--- config.mk ---
export PLATFORM = sky130hd
export DESIGN_NAME = intersection_controller_flat
export DESIGN_NICKNAME = d
export VERILOG_FILES = /design/src/rtl/intersection_controller_if.sv /design/src/rtl/intersection_controller.sv /design/src/flat_wrapper.sv
export SDC_FILE = /design/constraint.sdc
export NUM_CORES = 1
export LEC_CHECK = 0
export BUFFER_PORTS_ARGS = -buffer_cell sky130_fd_sc_hd__buf_2
export CORE_MARGIN = 1
export CORE_UTILIZATION = 55
export CTS_BUF_LIST = sky130_fd_sc_hd__clkbuf_4
export CTS_CLUSTER_SIZE = 30
export DETAILED_ROUTE_END_ITERATION = 10
export GPL_TIMING_DRIVEN = 0
export PLACE_DENSITY = 0.79
export SLEW_MARGIN = 20
export SYNTH_ARGS = -nofsm -noshare
export SYNTH_HDL_FRONTEND = slang
export SYNTH_SLANG_ARGS = --single-unit
--- constraint.sdc ---
create_clock -name clk -period 3 [get_ports clk]
set_input_delay 0.45 -clock clk [delete_from_list [all_inputs] [get_ports clk]]
set_output_delay 0.45 -clock clk [all_outputs]
set_load 0.05 [all_outputs]
--- src/rtl/intersection_controller_if.sv ---
// ============================================================================
//  Module   : intersection_controller_if
//  Purpose  : Request/strobe inputs and light-head outputs of the intersection
//             controller, grouped for connection between controller and host.
//  Revision : 1.0  initial release
// ============================================================================
`default_nettype none

interface intersection_controller_if;
    logic       tick_en;
    logic       ew_req;
    logic       ped_req;
    logic [1:0] ns_light;
    logic [1:0] ew_light;
    logic       walk;
    logic [2:0] phase;

    modport master (
        output tick_en, ew_req, ped_req,
        input  ns_light, ew_light, walk, phase
    );

    modport slave (
        input  tick_en, ew_req, ped_req,
        output ns_light, ew_light, walk, phase
    );
endinterface

`default_nettype wire

--- src/rtl/intersection_controller.sv ---
// ============================================================================
//  Module   : intersection_controller
//  Purpose  : Two-road intersection sequencer; NS rests green, EW and walk
//             phases are granted on latched requests. Optional pedestrian
//             phase enabled by defining TRAFFIC_PED_EN.
//  Revision : 1.0  initial release
// ============================================================================
`default_nettype none

module intersection_controller #(
    parameter int TIMER_W   = 5,
    parameter int MIN_GREEN = 8,
    parameter int EW_GREEN  = 6,
    parameter int YELLOW_T  = 3,
    parameter int ALLRED_T  = 2,
    parameter int PED_T     = 5
) (
    input  wire logic               clk,
    input  wire logic               rstb,
    intersection_controller_if.slave bus
);

    localparam logic [2:0] c_st_allred_b  = 3'd0;
    localparam logic [2:0] c_st_ns_green  = 3'd1;
    localparam logic [2:0] c_st_ns_yellow = 3'd2;
    localparam logic [2:0] c_st_allred_a  = 3'd3;
    localparam logic [2:0] c_st_ew_green  = 3'd4;
    localparam logic [2:0] c_st_ew_yellow = 3'd5;
    localparam logic [2:0] c_st_ped_walk  = 3'd6;

    localparam logic [1:0] c_red    = 2'b00;
    localparam logic [1:0] c_green  = 2'b01;
    localparam logic [1:0] c_yellow = 2'b10;

    // Timer value on the tick that completes each phase
    localparam logic [TIMER_W-1:0] c_min_last    = TIMER_W'(MIN_GREEN - 1);
    localparam logic [TIMER_W-1:0] c_ewg_last    = TIMER_W'(EW_GREEN - 1);
    localparam logic [TIMER_W-1:0] c_yel_last    = TIMER_W'(YELLOW_T - 1);
    localparam logic [TIMER_W-1:0] c_allred_last = TIMER_W'(ALLRED_T - 1);
    localparam logic [TIMER_W-1:0] c_ped_last    = TIMER_W'(PED_T - 1);
    localparam logic [TIMER_W-1:0] c_timer_max   = '1;

    logic [2:0]         r_state;
    logic [TIMER_W-1:0] r_timer;
    logic               r_ew_pend;
    logic               r_ped_pend;
    logic [2:0]         w_next_state;
    logic               w_state_chg;

    always_comb begin
        w_next_state = r_state;
        if (bus.tick_en) begin
            case (r_state)
                c_st_allred_b:
                    if (r_timer == c_allred_last) w_next_state = c_st_ns_green;
                c_st_ns_green:
                    if ((r_timer >= c_min_last) && (r_ew_pend || r_ped_pend))
                        w_next_state = c_st_ns_yellow;
                c_st_ns_yellow:
                    if (r_timer == c_yel_last) w_next_state = c_st_allred_a;
                c_st_allred_a:
`ifdef TRAFFIC_PED_EN
                    if (r_timer == c_allred_last)
                        w_next_state = r_ped_pend ? c_st_ped_walk : c_st_ew_green;
`else
                    if (r_timer == c_allred_last) w_next_state = c_st_ew_green;
`endif
                c_st_ped_walk:
                    if (r_timer == c_ped_last)
                        w_next_state = r_ew_pend ? c_st_ew_green : c_st_ns_green;
                c_st_ew_green:
                    if (r_timer == c_ewg_last) w_next_state = c_st_ew_yellow;
                c_st_ew_yellow:
                    if (r_timer == c_yel_last) w_next_state = c_st_allred_b;
                default:
                    w_next_state = c_st_allred_b;
            endcase
        end
    end

    assign w_state_chg = (w_next_state != r_state);

    always_ff @(posedge clk or negedge rstb) begin
        if (!rstb) begin
            r_state <= c_st_allred_b;
            r_timer <= '0;
        end else begin
            r_state <= w_next_state;
            if (w_state_chg)
                r_timer <= '0;
            else if (bus.tick_en && (r_timer != c_timer_max))
                r_timer <= r_timer + 1'b1;
        end
    end

    // Clearing on phase entry takes priority over a request on the same edge
    always_ff @(posedge clk or negedge rstb) begin
        if (!rstb) begin
            r_ew_pend <= 1'b0;
        end else if (w_state_chg && (w_next_state == c_st_ew_green)) begin
            r_ew_pend <= 1'b0;
        end else if (bus.ew_req && (r_state != c_st_ew_green) &&
                     (r_state != c_st_ew_yellow)) begin
            r_ew_pend <= 1'b1;
        end
    end

`ifdef TRAFFIC_PED_EN
    always_ff @(posedge clk or negedge rstb) begin
        if (!rstb) begin
            r_ped_pend <= 1'b0;
        end else if (w_state_chg && (w_next_state == c_st_ped_walk)) begin
            r_ped_pend <= 1'b0;
        end else if (bus.ped_req && (r_state != c_st_ped_walk)) begin
            r_ped_pend <= 1'b1;
        end
    end

    assign bus.walk = (r_state == c_st_ped_walk);
`else
    logic w_unused_ped;
    assign w_unused_ped = bus.ped_req;
    assign r_ped_pend   = 1'b0;
    assign bus.walk     = 1'b0;
`endif

    always_comb begin
        bus.ns_light = c_red;
        bus.ew_light = c_red;
        case (r_state)
            c_st_ns_green:  bus.ns_light = c_green;
            c_st_ns_yellow: bus.ns_light = c_yellow;
            c_st_ew_green:  bus.ew_light = c_green;
            c_st_ew_yellow: bus.ew_light = c_yellow;
            default: ;
        endcase
    end

    assign bus.phase = r_state;

endmodule

`default_nettype wire

--- src/flat_wrapper.sv ---
// flat-port wrapper written by rule: the top's interface ports become plain ports
module intersection_controller_flat 
#(
    parameter int TIMER_W   = 5,
    parameter int MIN_GREEN = 8,
    parameter int EW_GREEN  = 6,
    parameter int YELLOW_T  = 3,
    parameter int ALLRED_T  = 2,
    parameter int PED_T     = 5
)
  (clk, rstb, bus_tick_en, bus_ew_req, bus_ped_req, bus_ns_light, bus_ew_light, bus_walk, bus_phase);
  intersection_controller_if bus_i ();
  input  wire logic clk;
  input  wire logic rstb;
  input wire logic [$bits(bus_i.tick_en)-1:0] bus_tick_en;
  input wire logic [$bits(bus_i.ew_req)-1:0] bus_ew_req;
  input wire logic [$bits(bus_i.ped_req)-1:0] bus_ped_req;
  output wire logic [$bits(bus_i.ns_light)-1:0] bus_ns_light;
  output wire logic [$bits(bus_i.ew_light)-1:0] bus_ew_light;
  output wire logic [$bits(bus_i.walk)-1:0] bus_walk;
  output wire logic [$bits(bus_i.phase)-1:0] bus_phase;
  assign bus_i.tick_en = bus_tick_en;
  assign bus_i.ew_req = bus_ew_req;
  assign bus_i.ped_req = bus_ped_req;
  assign bus_ns_light = bus_i.ns_light;
  assign bus_ew_light = bus_i.ew_light;
  assign bus_walk = bus_i.walk;
  assign bus_phase = bus_i.phase;
  intersection_controller #(.TIMER_W(TIMER_W), .MIN_GREEN(MIN_GREEN), .EW_GREEN(EW_GREEN), .YELLOW_T(YELLOW_T), .ALLRED_T(ALLRED_T), .PED_T(PED_T)) u_core (.clk(clk), .rstb(rstb), .bus(bus_i));
endmodule
==> results of run 1 <==
[area by class of cell]
type	instances	area, um^2	share of cell area (%)
clock buffer	4	30.0	3.66
timing repair buffer	9	45.0	5.49
multi-input combinational	58	443	54.0
buffer	7	41.3	5.03
sequential	9	225	27.4
tap	14	17.5	2.13
inverter	5	18.8	2.29
[stage by stage]
| stage | total power (uW) | hold WS, ns | utilization (%) | cell area [um^2] |
|---|---|---|---|---|
| floorplan | 673 | 0.154 | - | 728 |
| global placement | 775 | 0.307 | 67.5 | 791 |
| detailed placement | 784 | 0.310 | 67.5 | 791 |
| CTS | 892 | 0.0323 | 70.1 | 821 |
| global route | 961 | 0.0438 | 70.1 | 821 |
| finish | 897 | 0.0316 | 70.1 | 821 |
[cell families (layout without fill, tap and decap cells)]
kind of cell	after synthesis	after routing	synth area share, %
adders and majority gates	5	5	8.59
and+or+nand+nor	28	28	24.1
muxes	2	2	2.75
AOI/OAI and AO/OA	19	19	21.3
other	1	1	0.515
buffers and inverters	12	25	8.25
xor gates and xnor gates	3	3	3.61
DFF	9	9	30.9
[report_power, final]
part | total, uW | switching [uW] | internal [uW]
Clock | 105 | 44.3 | 60.3
Combinational | 586 | 382 | 203
Sequential | 207 | 43.2 | 164
[worst max path at each step]
stage,slack [ns],endpoint,cells past startpoint,start
floorplan,0.37,u_core.r_ew_pend,7,u_core.bus.phase[0]
global placement,0.70,u_core.r_ew_pend,8,u_core.r_timer[0]
detailed placement,0.67,u_core.r_ew_pend,8,u_core.r_timer[0]
CTS,0.65,u_core.r_ew_pend,8,u_core.r_timer[0]
global route,0.49,u_core.r_ew_pend,8,u_core.r_timer[0]
finish,0.64,u_core.r_ew_pend,7,u_core.r_timer[1]
[cells in the final DEF, fill, tap and decap left out, types with 2 or more instances in the layout]
cell and count:
dfrtp_1 9, a41oi_1 2, or2b_2 2, mux2i_1 2, clkbuf_4 4, o31ai_1 2
o21ai_0 2, nand3_1 3, buf_4 2, xor2_1 2, clkbuf_1 4, nor2_1 11
a21oi_1 3, inv_1 5, ha_1 5, nand2_1 3, buf_2 9
[Yosys cell counts, drive strengths merged, types with 3 or more instances]
master,number,area share (%)
inv,5,2.6
nand3,3,2.1
nand2,3,1.5
buf,3,3.6
clkbuf,4,2.1
a21oi,3,2.1
ha,5,8.6
nor2,11,5.7
dfrtp,9,31
[routing by layer]
layer,vias up,wire length [um],track usage [%]
li1,309,-,-
met5,-,0,0
met2,9,656,32.6
met4,0,10,10.3
met1,285,794,38.4
met3,2,30,3.49
[flip-flops by register name (all words and copies together) (netlist names)]
name / cells
u_core.bus.phase: 3
u_core.r_timer: 5
u_core.r_ew_pend: 1
[worst max-delay path, stage by stage, from the launching register on]
cell	delay [ns]
dfrtp_1	0.43
inv_1	0.12
ha_1	0.16
nor4b_2	0.37
a21oi_1	0.17
a221o_1	0.38
a311o_2	0.46
a31oi_2	0.19
==> reports/qor.txt, run 1 <==
Via density = 5.71
Share of flip-flops with an asynchronous set or reset = 100%
Core area = 1170 um^2
Largest net degree at the start of global routing = 10
Most used DFF post-synth = dfrtp_1
DRC Markers = 0
Leakage Power = 0.000401 uW
H-tree lvl count = 1
CP max FO = 6
Row cnt = 12
Startpoint types = flop
Vias in the first global route = 495
Nets = 103
Clock sink total = 9
Reg2Reg Launch Point = u_core.r_timer[1]
Initial drt markers = 14
Initial Util = 62.2%
Synth Warn # = 0
Kind of critical path = flop to flop
Worst slack, placed = 0.667 ns
Fmax = 423 MHz
WL final = 1490 um
I/O pin cnt = 13
Synth Cell Area = 728 um^2
Inst Count DP = 102
Initial antenna violation count = 0
Clk buf depth = 2
Total track usage = 24.4%
Count of different cell masters after synthesis = 37
Setup TNS = 0 ns
First-pass GRT wire length = 2450 um
Syn_nets = 89
CTS clk-pin slew, worst paths = 0.07 ns
Crit end category = flop
CTS Hold Buffers Added = 0
FF-to-FF path depth = 7
CTS tree = built
Critical Path RT = 3.18 ns
Clock Root Buffer = clkbuf_4
Final non-filler cell total = 106
Setup WS post-layout = 0.636 ns
Max-slew violations = 0
Share of cells above drive strength 1 = 29.3%
R2r setup slk = 0.64 ns
Post-CTS Setup Bufs = 0
Number of port buffers = 9
Routed WL per cell = 14.1 um
Hold/Removal Path Class = input port to asynchronous set/reset pin
Layout area overhead = 12.7%
Layout Skew = 0.00509 ns
Num CTS Buffers = 3
Fillcell total = 99
Part of the Yosys area used for sequential elements = 30.9%
HPWL Detailed = 1070 um
Die Area = 1470 um^2
Seq cells post-synth = 9
Setup violators final = 0
Worst-Skew Late Latency = 0.26 ns
GRT overflow = 0
Die W = 38.4 um
RSZ-0062 raised after global routing = false
Period utilisation layout = 78.8%
Number of diodes = 0
Avg Inst Size Synth = 9.22 um^2
Gpl congestion = 0.811
Post-CTS sizing = 0
Post-route ant nets = 0
Die height = 38.4 um
First-pass DRT Iterations = 4
Routed vias = 605
Crit path DAT = 2.54 ns
EDFF count, synth = 0
Max-cap violation count = 0
Reg-to-reg critical path endpoint = u_core.r_ew_pend
Final min period = 2.36 ns
Gate Count Post-Synth = 79
Outcome = complete, no violations
VDD IR max = 706 uV
Final Hold Fails = 0
Pwr per Cell Area = 1090 nW/um^2
Note: power is estimated with default switching activity, not from simulation.
==> run 2, diff against run 1 <==
- CORE_UTILIZATION: 55 -> 51
- PLACE_DENSITY: 0.79 -> 0.77
- clock period: 3 -> 1.9 ns (I/O delays scaled with it)
==> run 2 against run 1 <==
Net effect:
- the flow now finishes with violations (negative setup slack)
- clock skew is 0.0016 ns lower
- clock power is 49% higher
- first-iteration DRC count stayed put
- power is 110% higher
- hold slack better by 0.35 ns
- critical path type unchanged
- critical endpoint unchanged
- highest routed layer unchanged
==> reports/qor.txt, run 2 (synthesized netlist as in run 1, its figures left out) <==
Crit path max-delay family = compound AO/OA/AOI/OAI gates
Pwr per Cell Area = 1820 nW/um^2
Period utilisation layout = 115%
HPWL Detailed = 1110 um
Clock Root Buffer = clkbuf_4
Number of port buffers = 9
Nets = 112
Largest register FFs = 5
Pwr Total = 1840 uW
DRC Markers = 0
Number of diodes = 0
Reg-to-reg critical path endpoint = u_core.r_ew_pend
Final Cell Area = 1010 um^2
CP max FO = 6
Startpoint types = flop
Gpl congestion = 0.786
Leakage Power = 0.000463 uW
CP endpoint = u_core.r_ew_pend
Crit end category = flop
Setup WS post-layout = -0.282 ns
Routed WL per cell = 15.5 um
Layout area overhead = 39.0%
Commonest non-fill, non-tap cell in the layout = buf_4
Via density = 5.83
First-pass GRT wire length = 2530 um
Initial Util = 55.3%
Initial drt markers = 14
Critical Path RT = 2.08 ns
H-tree lvl count = 1
Placed cell areas = 820 um^2
Hold/Removal Path Class = input port to flop
Inst Count DP = 103
Post-route ant nets = 0
CP Depth = 8
RSZ-0062 raised after global routing = true
GRT overflow = 0
Largest net degree at the start of global routing = 10
Worst slack, placed = -0.409 ns
Kind of critical path = flop to flop
Initial antenna violation count = 0
CTS clk-pin slew, worst paths = 0.06 ns
Max-cap violation count = 0
Top reg by flops = u_core.r_timer
Clk buf depth = 2
CTS tree = built
Reg2Reg Launch Point = u_core.r_timer[1]
Worst stage delay on the critical path = 0.42 ns
Vias in the first global route = 602
Setup TNS = -1.52 ns
Share of cells above drive strength 1 = 53.5%
R2r setup slk = -0.28 ns
Num CTS Buffers = 3
Failing checks = negative setup slack
Worst path cell trace = inv_2, ha_1, or4bb_4, o32ai_2, a41o_1, a221o_1, a311o_2, a31oi_2
Worst Path Buf+Inv = 1
Most frequent cells in the layout = 11 x buf_4, 9 x buf_2, 7 x nor2_1, 6 x dfrtp_1, 4 x clkbuf_4
Final non-filler cell total = 116
I/O pin cnt = 13
Fmax = 458 MHz
Total track usage = 25.0%
First-pass DRT Iterations = 4
Layout Skew = 0.00347 ns
Clock sink total = 9
Crit path DAT = 2.36 ns
Routed vias = 676
Final Hold Fails = 0
Slowest CP cell = dfrtp_1
CP Launch Point = u_core.r_timer[1]
Die height = 39.8 um
Die W = 39.8 um
Row cnt = 13
VDD IR max = 909 uV
Final min period = 2.18 ns
Setup violators final = 7
Die Area = 1580 um^2
Worst-Skew Late Latency = 0.26 ns
Outcome = finished, violations left
Max-slew violations = 0
FF-to-FF path depth = 8
WL final = 1800 um
Core area = 1320 um^2
run 2: cell count changes in the layout (fill, tap and decap cells not counted), moves of 2 or more:
cell	before	now
nor2_1	11	7
ha_1	5	3
o21ai_0	2	0
dfrtp_2	0	3
inv_2	0	2
ha_4	0	2
inv_1	5	3
o21ai_1	0	2
nor2_2	0	3
clkbuf_1	4	1
buf_4	2	11
dfrtp_1	9	6
run 2: layout make-up:
type                    count  area [um^2]
well taps                  15         18.8
multi-input cells          58          544
plain buffers               6         48.8
fillers                    89          305
flip-flops and latches      9          229
inverters                   5         18.8
clock buffers               4         30.0
repair buffers             19          123
run 2: tightest hold or removal path, stage by stage:
cell and delay, ns:
buf_2 0.09, a21oi_1 0.07, a31oi_2 0.15
run 2: power by group:
group / leakage [uW] / switching [uW] / total [uW] / internal [uW]
combinational: 0.000337 / 736 / 1320 / 586
clock: 0.0000184 / 61.5 / 156 / 94.8
sequential: 0.000108 / 98.0 / 362 / 264
run 2: worst min path at each step:
stage / from / to / slack [ns] / cells after the start
after detailed placement: rstb / u_core.bus.phase[2] / 0.14 / 1
after global placement: rstb / u_core.r_ew_pend / 0.14 / 1
final: bus_ew_req / u_core.r_ew_pend / 0.38 / 3
after floorplan: rstb / u_core.bus.phase[0] / -0.01 / 0
after CTS: bus_ew_req / u_core.r_ew_pend / 0.35 / 3
after global routing: bus_ew_req / u_core.r_ew_pend / 0.41 / 3
run 2: routing by layer:
metal	global-route usage, %	up-vias	wire length, um
met5	0	-	0
met4	16.4	0	31
met3	5.11	6	38
met2	38.9	14	867
met1	30.7	325	864
li1	-	331	-
run 2: metrics by stage:
step / util [%] / hold slack (ns)
global route: 76.8 / 0.408
finish: 76.8 / 0.378
detailed placement: 62.2 / 0.142
global placement: 62.2 / 0.140
floorplan: - / -0.0106
CTS: 71.5 / 0.352
run 2: repair_timing:
item	CTS	global route
hold buffers	1	0
pin swaps	5	4
endpoints found under the setup margin	8	10
endpoints found under the hold margin	9	0
resized for setup	10	12
setup buffers	5	4
==> run 3, diff against run 2 <==
--- a/config.mk
+++ b/config.mk
@@ -14,2 +14,3 @@
 export GPL_TIMING_DRIVEN = 0
+export MAX_ROUTING_LAYER = met4
 export PLACE_DENSITY = 0.77
--- a/constraint.sdc
+++ b/constraint.sdc
@@ -3,2 +3,2 @@
 set_output_delay 0.285 -clock clk [all_outputs]
-set_load 0.05 [all_outputs]
+set_load 0.02 [all_outputs]
==> run 3 against run 2 <==
Net effect:
- the flow still finishes with violations (negative setup slack)
- critical endpoint unchanged
- first-iteration DRC count decreased by 64%
- hold slack got worse by 0.041 ns
- final cell count decreased by 3.4%
- register-to-register slack improved by 0.04 ns
- power shrank 21%
- die area unchanged
- global-route usage shrank 0.70 points
- sequential cell count unchanged
- routed wire length fell by 17%
- clock skew fell by 0.0015 ns
- fmax is 1.9% higher
- via count decreased by 4.6%
==> reports/qor.txt, run 3 (synthesized netlist as in run 1, its figures left out) <==
Outcome = finished, violations left
Failing checks = negative setup slack
Wl on met1 = 735 um
Routed WL per cell = 13.4 um
Fillcell total = 109
Die height = 39.8 um
WL final = 1500 um
GRT overflow = 0
Gate power share = 65.8%
Initial antenna violation count = 0
Switching part of the total power = 45.0%
Final min period = 2.14 ns
Via density = 5.76
DRC Markers = 0
Hold/Removal Path Class = input port to flop
Final non-filler cell total = 112
CP max FO = 6
Gpl congestion = 0.757
Inst Count DP = 103
Initial drt markers = 5
Core area = 1320 um^2
First-pass GRT wire length = 2440 um
Share of cells above drive strength 1 = 40.2%
Most frequent cells in the layout = 11 x nor2_1, 9 x buf_2, 7 x dfrtp_1, 6 x buf_4
Top Metal Used = met4
Worst-Skew Late Latency = 0.26 ns
Pwr per Cell Area = 1590 nW/um^2
Max-slew violations = 0
Clk buf depth = 2
HP Start = bus_ew_req
R2r setup slk = -0.24 ns
RSZ-0062 raised after global routing = true
Initial Util = 55.3%
Net Sw Power = 650 uW
Num CTS Buffers = 3
Die Area = 1580 um^2
Top reg by flops = u_core.r_timer
CTS tree = built
CTS clk-pin slew, worst paths = 0.06 ns
Period utilisation layout = 113%
Routed vias = 645
Row cnt = 13
I/O pin cnt = 13
Largest net degree at the start of global routing = 10
Reg2Reg Launch Point = u_core.r_timer[0]
HPWL Detailed = 1030 um
Cell-internal power = 796 uW
Number of port buffers = 9
Clock sink total = 9
Max-cap violation count = 0
Placed cell areas = 803 um^2
WHS Path Cells = 3
Seq pwr share = 23.2%
Final Hold Fails = 0
Commonest non-fill, non-tap cell in the layout = nor2_1
Die W = 39.8 um
Final core occ = 69.0%
FF-to-FF path depth = 8
Largest register FFs = 5
Clock Root Buffer = clkbuf_4
Final Cell Area = 910 um^2
Vias in the first global route = 526
Setup WS post-layout = -0.242 ns
Kind of critical path = flop to flop
Setup TNS = -1.20 ns
Setup violators final = 7
Crit end category = flop
Number of diodes = 0
Met2 wire length = 719 um
Critical Path RT = 2.08 ns
DR WL met3 = 23 um
Total track usage = 24.3%
Crit path DAT = 2.32 ns
Startpoint types = flop
Leakage Power = 0.000427 uW
Reg-to-reg critical path endpoint = u_core.r_ew_pend
VDD IR max = 871 uV
Worst Hold End = u_core.r_ew_pend
Post-route ant nets = 0
First-pass DRT Iterations = 3
H-tree lvl count = 1
Fmax = 467 MHz
Layout area overhead = 24.9%
Nets = 108
Layout Skew = 0.00198 ns
Fraction of power consumed by the clock network = 11.0%
-- run 3: per-stage QoR --
step	hold WS, ns	power [uW]	setup slack, ns
2_1_floorplan	-0.0106	948	-0.164
3_5_place_dp	0.145	1120	-0.313
4_1_cts	0.329	1490	-0.231
6_report	0.337	1450	-0.242
5_1_grt	0.373	1560	-0.332
3_3_place_gp	0.141	1110	-0.323
-- run 3: worst max path at each step --
stage                             to  slack, ns               from
finish              u_core.r_ew_pend      -0.24  u_core.r_timer[0]
CTS                 u_core.r_ew_pend      -0.23  u_core.r_timer[0]
global placement    u_core.r_ew_pend      -0.32  u_core.r_timer[0]
global route        u_core.r_ew_pend      -0.33  u_core.r_timer[0]
floorplan           u_core.r_ew_pend      -0.16  u_core.r_timer[0]
detailed placement  u_core.r_ew_pend      -0.31  u_core.r_timer[0]
-- run 3: critical path: stages (launching register included) --
cell     delay, ns
dfrtp_2       0.44
inv_2         0.09
ha_4          0.12
nor4b_4       0.22
o32ai_2       0.12
a41o_1        0.21
a221o_1       0.31
a311o_2       0.38
a31oi_2       0.17
-- run 3: what timing repair did --
action / in CTS / in global routing
pin swaps: 3 / 0
setup buffers: 5 / 0
hold buffers: 1 / 0
setup endpoints to repair: 7 / 7
cloned: 0 / 0
gates resized for setup: 11 / 0
hold endpoints to repair: 9 / 0
-- run 3: power by group through the flow --
stage	Clock (uW)	Combinational (uW)	Sequential, uW
floorplan	0	599	349
global placement	0	784	326
detailed placement	0	787	329
CTS	167	989	333
global route	175	1040	347
finish	159	951	336
-- run 3: cell type report --
cell class	instances	area [um^2]	area share, %
multi-input cells	58	487	53.5
well taps	15	18.8	2.06
clock buffers	4	30.0	3.30
inverters	5	18.8	2.06
plain buffers	7	42.5	4.68
flip-flops and latches	9	228	25.0
repair buffers	14	85.1	9.35
-- run 3: layer usage --
metal,track usage (%),vias up
li1,-,322
met1,33.8,311
met2,34.8,8
met3,1.70,4
met4,12.9,0
met5,-,-
